[src/rtl/edge_counter_sequencer.sv]
// Purpose : sequences clear/arm/trigger-wait/count-window/drain for a bank of edge counters.
// Latency : every output is registered, so it changes on the edge where the state changes.
// Backpres: none; a start is accepted only in IDLE, otherwise it is dropped.
module edge_counter_sequencer #(
   parameter int NUM_CH       = 4,
   parameter int WIN_W        = 32,
   parameter int DRAIN_CYCLES = 3
) (
   input  logic              clk,
   input  logic              rst_n_sync,
   input  logic              start,
   input  logic              abort,
   input  logic [NUM_CH-1:0] cfg_chan_en,
   input  logic              cfg_wait_trig,
   input  logic [WIN_W-1:0]  cfg_trig_timeout,
   input  logic [WIN_W-1:0]  cfg_window,
   input  logic [NUM_CH-1:0] trig_in,
   output logic [NUM_CH-1:0] enable,
   output logic [NUM_CH-1:0] trig_enable,
   output logic [NUM_CH-1:0] counter_clr,
   output logic              busy,
   output logic              done,
   output logic [1:0]        status,
   output logic [WIN_W-1:0]  window_remaining
);

   typedef enum logic [2:0] {
      S_IDLE,
      S_ARM,
      S_WAIT_TRIG,
      S_MEASURE,
      S_DRAIN,
      S_DONE
   } state_t;

   localparam int               DRN_W    = (DRAIN_CYCLES > 1) ? $clog2(DRAIN_CYCLES) : 1;
   localparam logic [DRN_W-1:0] DRN_ONE  = DRN_W'(1);
   localparam logic [DRN_W-1:0] DRN_LAST = DRN_W'(DRAIN_CYCLES - 1);
   localparam logic [WIN_W-1:0] WIN_ONE  = WIN_W'(1);
   localparam logic [WIN_W-1:0] WIN_MAX  = '1;

   localparam logic [1:0] ST_NONE    = 2'b00;
   localparam logic [1:0] ST_OK      = 2'b01;
   localparam logic [1:0] ST_TIMEOUT = 2'b10;
   localparam logic [1:0] ST_ABORT   = 2'b11;

   state_t             state_q, state_d;

   // shadow copy of the configuration, frozen at the accepted start
   logic [NUM_CH-1:0]  mask_q, mask_d;
   logic               wait_trig_q, wait_trig_d;
   logic [WIN_W-1:0]   timeout_q, timeout_d;
   logic [WIN_W-1:0]   window_q, window_d;

   logic [WIN_W-1:0]   tmo_cnt_q, tmo_cnt_d;
   logic [DRN_W-1:0]   drain_cnt_q, drain_cnt_d;
   logic [WIN_W-1:0]   win_rem_q, win_rem_d;

   logic [NUM_CH-1:0]  enable_q, enable_d;
   logic [NUM_CH-1:0]  trig_enable_q, trig_enable_d;
   logic [NUM_CH-1:0]  counter_clr_q, counter_clr_d;
   logic               busy_q, busy_d;
   logic               done_q, done_d;
   logic [1:0]         status_q, status_d;

   logic               trig_hit;
   logic [WIN_W-1:0]   win_load;

   assign trig_hit = |(trig_in & mask_q);
   // a programmed window of 0 still gives one counting cycle
   assign win_load = (window_q == '0) ? WIN_ONE : window_q;

   // next-state, shadow config, counters and completion status
   always_comb begin
      state_d     = state_q;
      mask_d      = mask_q;
      wait_trig_d = wait_trig_q;
      timeout_d   = timeout_q;
      window_d    = window_q;
      tmo_cnt_d   = tmo_cnt_q;
      drain_cnt_d = drain_cnt_q;
      win_rem_d   = '0;
      status_d    = status_q;

      case (state_q)
         S_IDLE: begin
            if (start && (cfg_chan_en != '0)) begin
               state_d     = S_ARM;
               mask_d      = cfg_chan_en;
               wait_trig_d = cfg_wait_trig;
               timeout_d   = cfg_trig_timeout;
               window_d    = cfg_window;
               status_d    = ST_NONE;
            end
         end
         S_ARM: begin
            if (abort) begin
               state_d  = S_DONE;
               status_d = ST_ABORT;
            end else if (wait_trig_q) begin
               state_d   = S_WAIT_TRIG;
               tmo_cnt_d = '0;
            end else begin
               state_d   = S_MEASURE;
               win_rem_d = win_load;
            end
         end
         S_WAIT_TRIG: begin
            // abort beats trigger, trigger beats timeout
            if (abort) begin
               state_d  = S_DONE;
               status_d = ST_ABORT;
            end else if (trig_hit) begin
               state_d   = S_MEASURE;
               win_rem_d = win_load;
            end else if ((timeout_q != '0) && (tmo_cnt_q == (timeout_q - WIN_ONE))) begin
               state_d  = S_DONE;
               status_d = ST_TIMEOUT;
            end else if (tmo_cnt_q != WIN_MAX) begin
               tmo_cnt_d = tmo_cnt_q + WIN_ONE;
            end
         end
         S_MEASURE: begin
            if (abort) begin
               state_d  = S_DONE;
               status_d = ST_ABORT;
            end else if (win_rem_q == WIN_ONE) begin
               state_d     = S_DRAIN;
               drain_cnt_d = '0;
            end else begin
               win_rem_d = win_rem_q - WIN_ONE;
            end
         end
         S_DRAIN: begin
            if (abort) begin
               state_d  = S_DONE;
               status_d = ST_ABORT;
            end else if (drain_cnt_q == DRN_LAST) begin
               state_d  = S_DONE;
               status_d = ST_OK;
            end else begin
               drain_cnt_d = drain_cnt_q + DRN_ONE;
            end
         end
         S_DONE: begin
            state_d = S_IDLE;
         end
         default: begin
            state_d = S_IDLE;
         end
      endcase
   end

   // output decode from the upcoming state so every output is a flop
   always_comb begin
      enable_d      = '0;
      trig_enable_d = '0;
      counter_clr_d = '0;
      busy_d        = (state_d != S_IDLE);
      done_d        = (state_d == S_DONE);
      case (state_d)
         S_ARM:       counter_clr_d = mask_d;
         S_WAIT_TRIG: trig_enable_d = mask_d;
         S_MEASURE:   enable_d      = mask_d;
         default:     ;
      endcase
   end

   // state, config shadow, counters and output registers
   always_ff @(posedge clk) begin
      if (!rst_n_sync) begin
         state_q       <= S_IDLE;
         mask_q        <= '0;
         wait_trig_q   <= 1'b0;
         timeout_q     <= '0;
         window_q      <= '0;
         tmo_cnt_q     <= '0;
         drain_cnt_q   <= '0;
         win_rem_q     <= '0;
         enable_q      <= '0;
         trig_enable_q <= '0;
         counter_clr_q <= '0;
         busy_q        <= 1'b0;
         done_q        <= 1'b0;
         status_q      <= ST_NONE;
      end else begin
         state_q       <= state_d;
         mask_q        <= mask_d;
         wait_trig_q   <= wait_trig_d;
         timeout_q     <= timeout_d;
         window_q      <= window_d;
         tmo_cnt_q     <= tmo_cnt_d;
         drain_cnt_q   <= drain_cnt_d;
         win_rem_q     <= win_rem_d;
         enable_q      <= enable_d;
         trig_enable_q <= trig_enable_d;
         counter_clr_q <= counter_clr_d;
         busy_q        <= busy_d;
         done_q        <= done_d;
         status_q      <= status_d;
      end
   end

   assign enable           = enable_q;
   assign trig_enable      = trig_enable_q;
   assign counter_clr      = counter_clr_q;
   assign busy             = busy_q;
   assign done             = done_q;
   assign status           = status_q;
   assign window_remaining = win_rem_q;

endmodule

[config.mk]
export PLATFORM = sky130hd
export DESIGN_NAME = edge_counter_sequencer
export DESIGN_NICKNAME = d
export VERILOG_FILES = /design/src/rtl/edge_counter_sequencer.sv
export SDC_FILE = /design/constraint.sdc
export NUM_CORES = 1
export LEC_CHECK = 0
export CAP_MARGIN = 15
export CORE_MARGIN = 3
export CORE_UTILIZATION = 25
export DETAILED_ROUTE_END_ITERATION = 8
export SLEW_MARGIN = 20
export SYNTH_ARGS = -nofsm -noshare
export SYNTH_HDL_FRONTEND = slang
export SYNTH_SLANG_ARGS = --single-unit
[constraint.sdc]
create_clock -name clk -period 5.9 [get_ports clk]
set_input_delay 0.885 -clock clk [delete_from_list [all_inputs] [get_ports clk]]
set_output_delay 0.885 -clock clk [all_outputs]
set_load 0.01 [all_outputs]
# After elaboration in Yosys (flattened, before gate mapping)
# Cells that the tools add are included.
word_totals:
  inputBits: 77
  wordCells: 106
  output_inout_bits: 48
  reg_bits: 154
op_classes:
  n_eq_ne: 27
  n_reduce_logical: 19
  n_mux: 41
  n_bitwise: 1
  add_sub_neg: 4
ops:
  columns: ["operator", "n"]
  rows:
  - ["two-way mux 32 bit", 13]
  - ["one-hot mux 32 bit (3 select lines)", 1]
  - ["one-hot mux 32 bit (2 select lines)", 1]
  - ["subtractor 32 x 1 -> 32 bit (second input constant)", 2]
  - ["adder 32 x 1 -> 32 bit (second input constant)", 1]
  - ["equality test 32 x 1 -> 1 bit (second input constant)", 1]
  - ["equality test 32 bit", 1]
  - ["logical NOT 32 bit", 1]
  - ["inequality test 32 bit (second input constant)", 1]
  - ["nonzero test 32 bit", 1]
  - ["two-way mux 3 bit", 9]
  - ["two-way mux 2 bit", 11]
  - ["inequality test 2 bit (second input constant)", 11]
  - ["one-hot mux 3 bit (5 select lines)", 1]
  - ["equality test 3 x 2 -> 1 bit (second input constant)", 4]
  - ["inequality test 3 bit (second input constant)", 3]
  - ["two-way mux 4 bit", 2]
  - ["one-hot mux 2 bit (4 select lines)", 1]
  - ["AND reduction 2 bit", 4]
  - ["nonzero test 4 bit", 2]
  - ["AND reduction 7 bit", 1]
  - ["equality test 3 x 1 -> 1 bit (second input constant)", 2]
  - ["equality test 3 bit (second input constant)", 2]
  - ["AND reduction 6 bit", 1]
  - ["13 further kinds", 15]

# Longest topological paths before layout
depth:
  ltp_word: 9
  ltp_mapped: 13
  mapped_depth_nobuf: 11

# Worst setup path after synthesis
# OpenSTA, ideal clock, no wires.
synth_timing:
  kind: "flip-flop to flip-flop"
  from: "register timeout_q[0]"
  to: "register tmo_cnt_q[13]"
  path_buffers: 1
  setup_time_ns: 0.115
  synth_period_minus_slack_ns: 3.007
  t_arrival_ns: 2.893
  stages_incl_launch_ff: 13
  required_time_ns: 5.785
  path_slack_ns: 2.893
  cell_sequence: "dfxtp_1 -> inv_1 -> ha_1 -> or4b_4 -> o21a_1 -> o21ai_0 -> o211ai_1 -> or4_4 -> nor4_4 -> o31a_1 -> buf_2 -> nor4_1 -> o21a_1"
synth_between:
  elab_chain_cells: 5
  word_cells_on_any_way: 6
  cone_classes: "1 x add/sub; 2 x eq/ne; 3 x reduce/logical"
synth_lines:
  columns: ["element", "line", "text"]
  rows:
  - ["start, declared", "52", "logic [WIN_W-1:0] timeout_q, timeout_d;"]
  - ["start signal, assigned", "190", "timeout_q <= timeout_d;"]
  - ["subtractor 32 x 1 -> 32 bit", "116", "end else if ((timeout_q != '0) && (tmo_cnt_q == (timeout_q - WIN_ONE))) begin"]
  - ["equality test 32 bit", "116", null]
  - ["logical AND 1 bit (*)", "116", null]
  - ["inequality test 2 bit (no source line) (*)", null, null]
  - ["AND reduction 7 bit (no source line) (*)", null, null]
  - ["end signal, assigned", "192", "tmo_cnt_q <= tmo_cnt_d;"]
  - ["end, declared", "55", "logic [WIN_W-1:0] tmo_cnt_q, tmo_cnt_d;"]
# Every way passes the cells marked *; elsewhere a longest branch is shown, timed or not.
# A chain may end at the register's enable or synchronous reset.

# Worst setup path in the final report
layout_timing:
  from: "register timeout_q[2]"
  to: "register tmo_cnt_q[8]"
# Same word-level chain as after synthesis.

==> key figures <==
Placement
  – DPL Wire Length: 17800 um
  – Number of port buffers: 124
  – DP Area: 9660 sq um
  – Placement Setup Slack: 1.99 ns
  – RD Place Congestion: 0.841
  – Placed cells: 1473

Job
  – Max-cap viol count: 0

Timing
  – Final Hold Fails: 0
  – RSZ-0062 raised after global routing: no
  – Setup-failing EPs final: 0
  – Min Tclk post-route: 3.85 ns
  – Fmax: 0.260 GHz
  – Hold WS: 0.464 ns
  – Period utilization: 0.652
  – Final Max Slew Viols: 0
  – Setup TNS: 0 ns
  – Skew final: 0.0191 ns
  – Final WS setup: 2.05 ns
  – Slew HR: 0.335
  – Worst Tran Pin Value: 0.995 ns

Clock tree
  – Clock sink count: 154
  – CTS Hold Bufs: 0
  – TritonCTS Buffers: 17
  – Clk_lat worst skew: 0.44 ns
  – CTS tree: done
  – H-tree depth: 4
  – Clock transition at path regs: 0.07 ns
  – Max Root-Sink Buffers: 2
  – PostCTS Resize Cnt: 0
  – # Post-CTS Setup Buffers: 0
  – Clk root buf: clkbuf_16

Detailed routing
  – Vias: 7512
  – Vias/cell: 4.99
  – Final WL: 24200 um
  – Iteration-0 DRC Markers: 427
  – DRC: 0
  – ANT nets after route: 0
  – WL/cell: 16.1 um
  – Pre-antenna DRT Iters: 5

Global route
  – Initial antenna violation count: 1
  – GRT overflow: 0
  – Pin count of the biggest net entering global routing: 67
  – Busiest layer in global routing: met2
  – GR Util met2: 0.238
  – First-pass GRT wire length: 38500 um
  – Vias in the first global route: 7281
  – Met3 Use GR: 0.0317
  – GRT Resource Usage Total: 0.140
  – Met1 Resource Use GR: 0.178

Power and ir drop
  – Peak supply drop: 0.154 mV
  – Pwr Density: 278 nW/um^2
  – Clock power share: 0.385
  – Leak Pwr: 3.55 nW
  – Power Total: 2.85 mW
  – Comb power frac: 0.207
  – Int Power: 1.92 mW
  – Sw power: 0.928 mW
  – Flop pwr share: 0.408
  – Sw Ratio: 0.326

Worst setup path
  – Crit path arrival time: 4.18 ns
  – Req. time, crit path: 6.23 ns
  – Cells along the critical path: nor4_2, nand4_1, a2111oi_0, o22ai_1, nand4bb_4, nor4_4, o31a_1, o21ai_0, a21oi_1
  – Critical path type: flip-flop to flip-flop
  – CP Buf/Inv Count: 0
  – Max incr delay on CP: 0.63 ns
  – Crit-path leading delay family: compound AO/OA/AOI/OAI gates
  – CP Launch Point: timeout_q[2]$_SDFFE_PN0P_
  – Crit path capture type: flip-flop
  – Critical path launch point type: flip-flop
  – Reg2reg start: timeout_q[2]$_SDFFE_PN0P_
  – Critical-path top delay cell: o31a_1
  – Critical path fanouts, max: 20

Logic synthesis
  – Ys flop type: dfxtp_1
  – Number of synthesis warnings: 0
  – Cell accounting for the most synthesized area: dfxtp_1
  – Mapped cell area: 8080 sq um
  – Synth area leaders: dfxtp_1 38%, nand2_1 8.4%, a21boi_0 6.0%
  – Count leader, synth: nand2_1
  – Syn_area_per_cell: 8.11 sq um
  – Fraction of registers with async set/reset: 0
  – Number of library cell types mapped by synthesis: 68
  – Most instantiated cells after synthesis: 180 x nand2_1, 154 x dfxtp_1, 98 x nor2_1, 65 x a21boi_0, 46 x clkbuf_1
  – Synth top area share: 0.381
  – Post-synth EDFFs: 0
  – Synthesized flop and latch total: 154
  – Syn Nets: 1079
  – Cells after Synth: 997
  – Register area share after synthesis: 0.381

Cells and area
  – # nets final: 1172
  – Final Non-Filler Cells: 1505
  – Post-route cell area: 10300 sq um
  – ANT cells: 0
  – Share of layout cells above drive strength 1: 0.0644
  – Area Overhead vs Synth: 26.9%
  – Fin util: 0.323
  – Fill cells: 3346

Worst hold path
  – Hold Crit Start: status[0]$_SDFFE_PN0P_
  – Hold Crit Class: flip-flop to flip-flop

Floorplanning
  – Die Area: 34500 sq um
  – FP Rows: 65
  – I/O pin cnt: 125
  – Core Box Area: 31700 sq um
  – Initial Util: 0.255
  – Die extent in x: 186 um
  – Die H: 186 um

Status
  – Status: finished clean
-- per-layer routing --
metal  vias up  share of wire
met2       211           0.49
met1      3555           0.44
met3        28          0.055
met5         -        0.00054
met4         2          0.019
li1       3716              -
-- cell usage in the layout (no fill, tap or decap), types with 23 or more instances in the layout --
cell type,netlist,layout
xnor2_1,43,43
nand4_1,23,23
nand3_1,26,26
o21ai_0,28,28
nor2_1,98,96
dfxtp_1,154,154
nor3_1,29,29
a22oi_1,33,33
nand2_1,180,180
clkdlybuf4s50_1,0,123
a21boi_0,65,65
xor2_1,39,39
-- power groups by stage --
stage          combinational, mW  sequential [mW]  clock, mW
2_1_floorplan              0.422             1.16          0
3_3_place_gp               0.588             1.19          0
3_5_place_dp               0.592             1.19          0
4_1_cts                    0.596             1.16       1.12
5_1_grt                    0.654             1.17       1.16
6_report                   0.589             1.16       1.10
-- worst min-delay path, delay by kind of cell, from the launching register on --
kind	cells	cell delay [ns]
flip-flops	1	0.31
multiplexers	1	0.05
AND/OR/NAND/NOR	1	0.05
-- registers in the layout, summed over array words and instances, names as in the netlist --
signal,count
busy,1
counter_clr,4
done,1
drain_cnt_q,2
enable,4
mask_q,4
state_q,3
status,2
timeout_q,32
tmo_cnt_q,32
trig_enable,4
wait_trig_q,1
window_q,32
window_remaining,32
-- worst paths after layout --
check	endpoint	depth (start not counted)	slack (ns)
max	tmo_cnt_q[8]$_SDFFE_PN0P_	9	2.05
min	status[0]$_SDFFE_PN0P_	2	0.46
max reg2reg	tmo_cnt_q[8]$_SDFFE_PN0P_	9	2.05
min reg2reg	status[0]$_SDFFE_PN0P_	2	0.46
-- area by class of cell --
type	instances	area [sq um]	share of cell area
Clock buffer	17	425	0.0415
Multi-Input combinational cell	768	4710	0.459
Clock inverter	15	169	0.0165
Tap cell	402	503	0.0490
Sequential cell	154	3080	0.301
Timing Repair Buffer	134	1310	0.128
Inverter	15	56.3	0.00549
-- logic make-up (layout without fill, tap and decap cells) --
group	count (synthesis)	in the layout	synth area share
AOI/OAI and AO/OA	210	210	0.187
DFF	154	154	0.381
xor gates and xnor gates	82	82	0.0889
buffers and inverters	75	181	0.0364
muxes	6	6	0.00743
and+or+nand+nor	465	465	0.292
adders and majority gates	5	5	0.00774
Note: power is estimated with default switching activity, not from simulation.
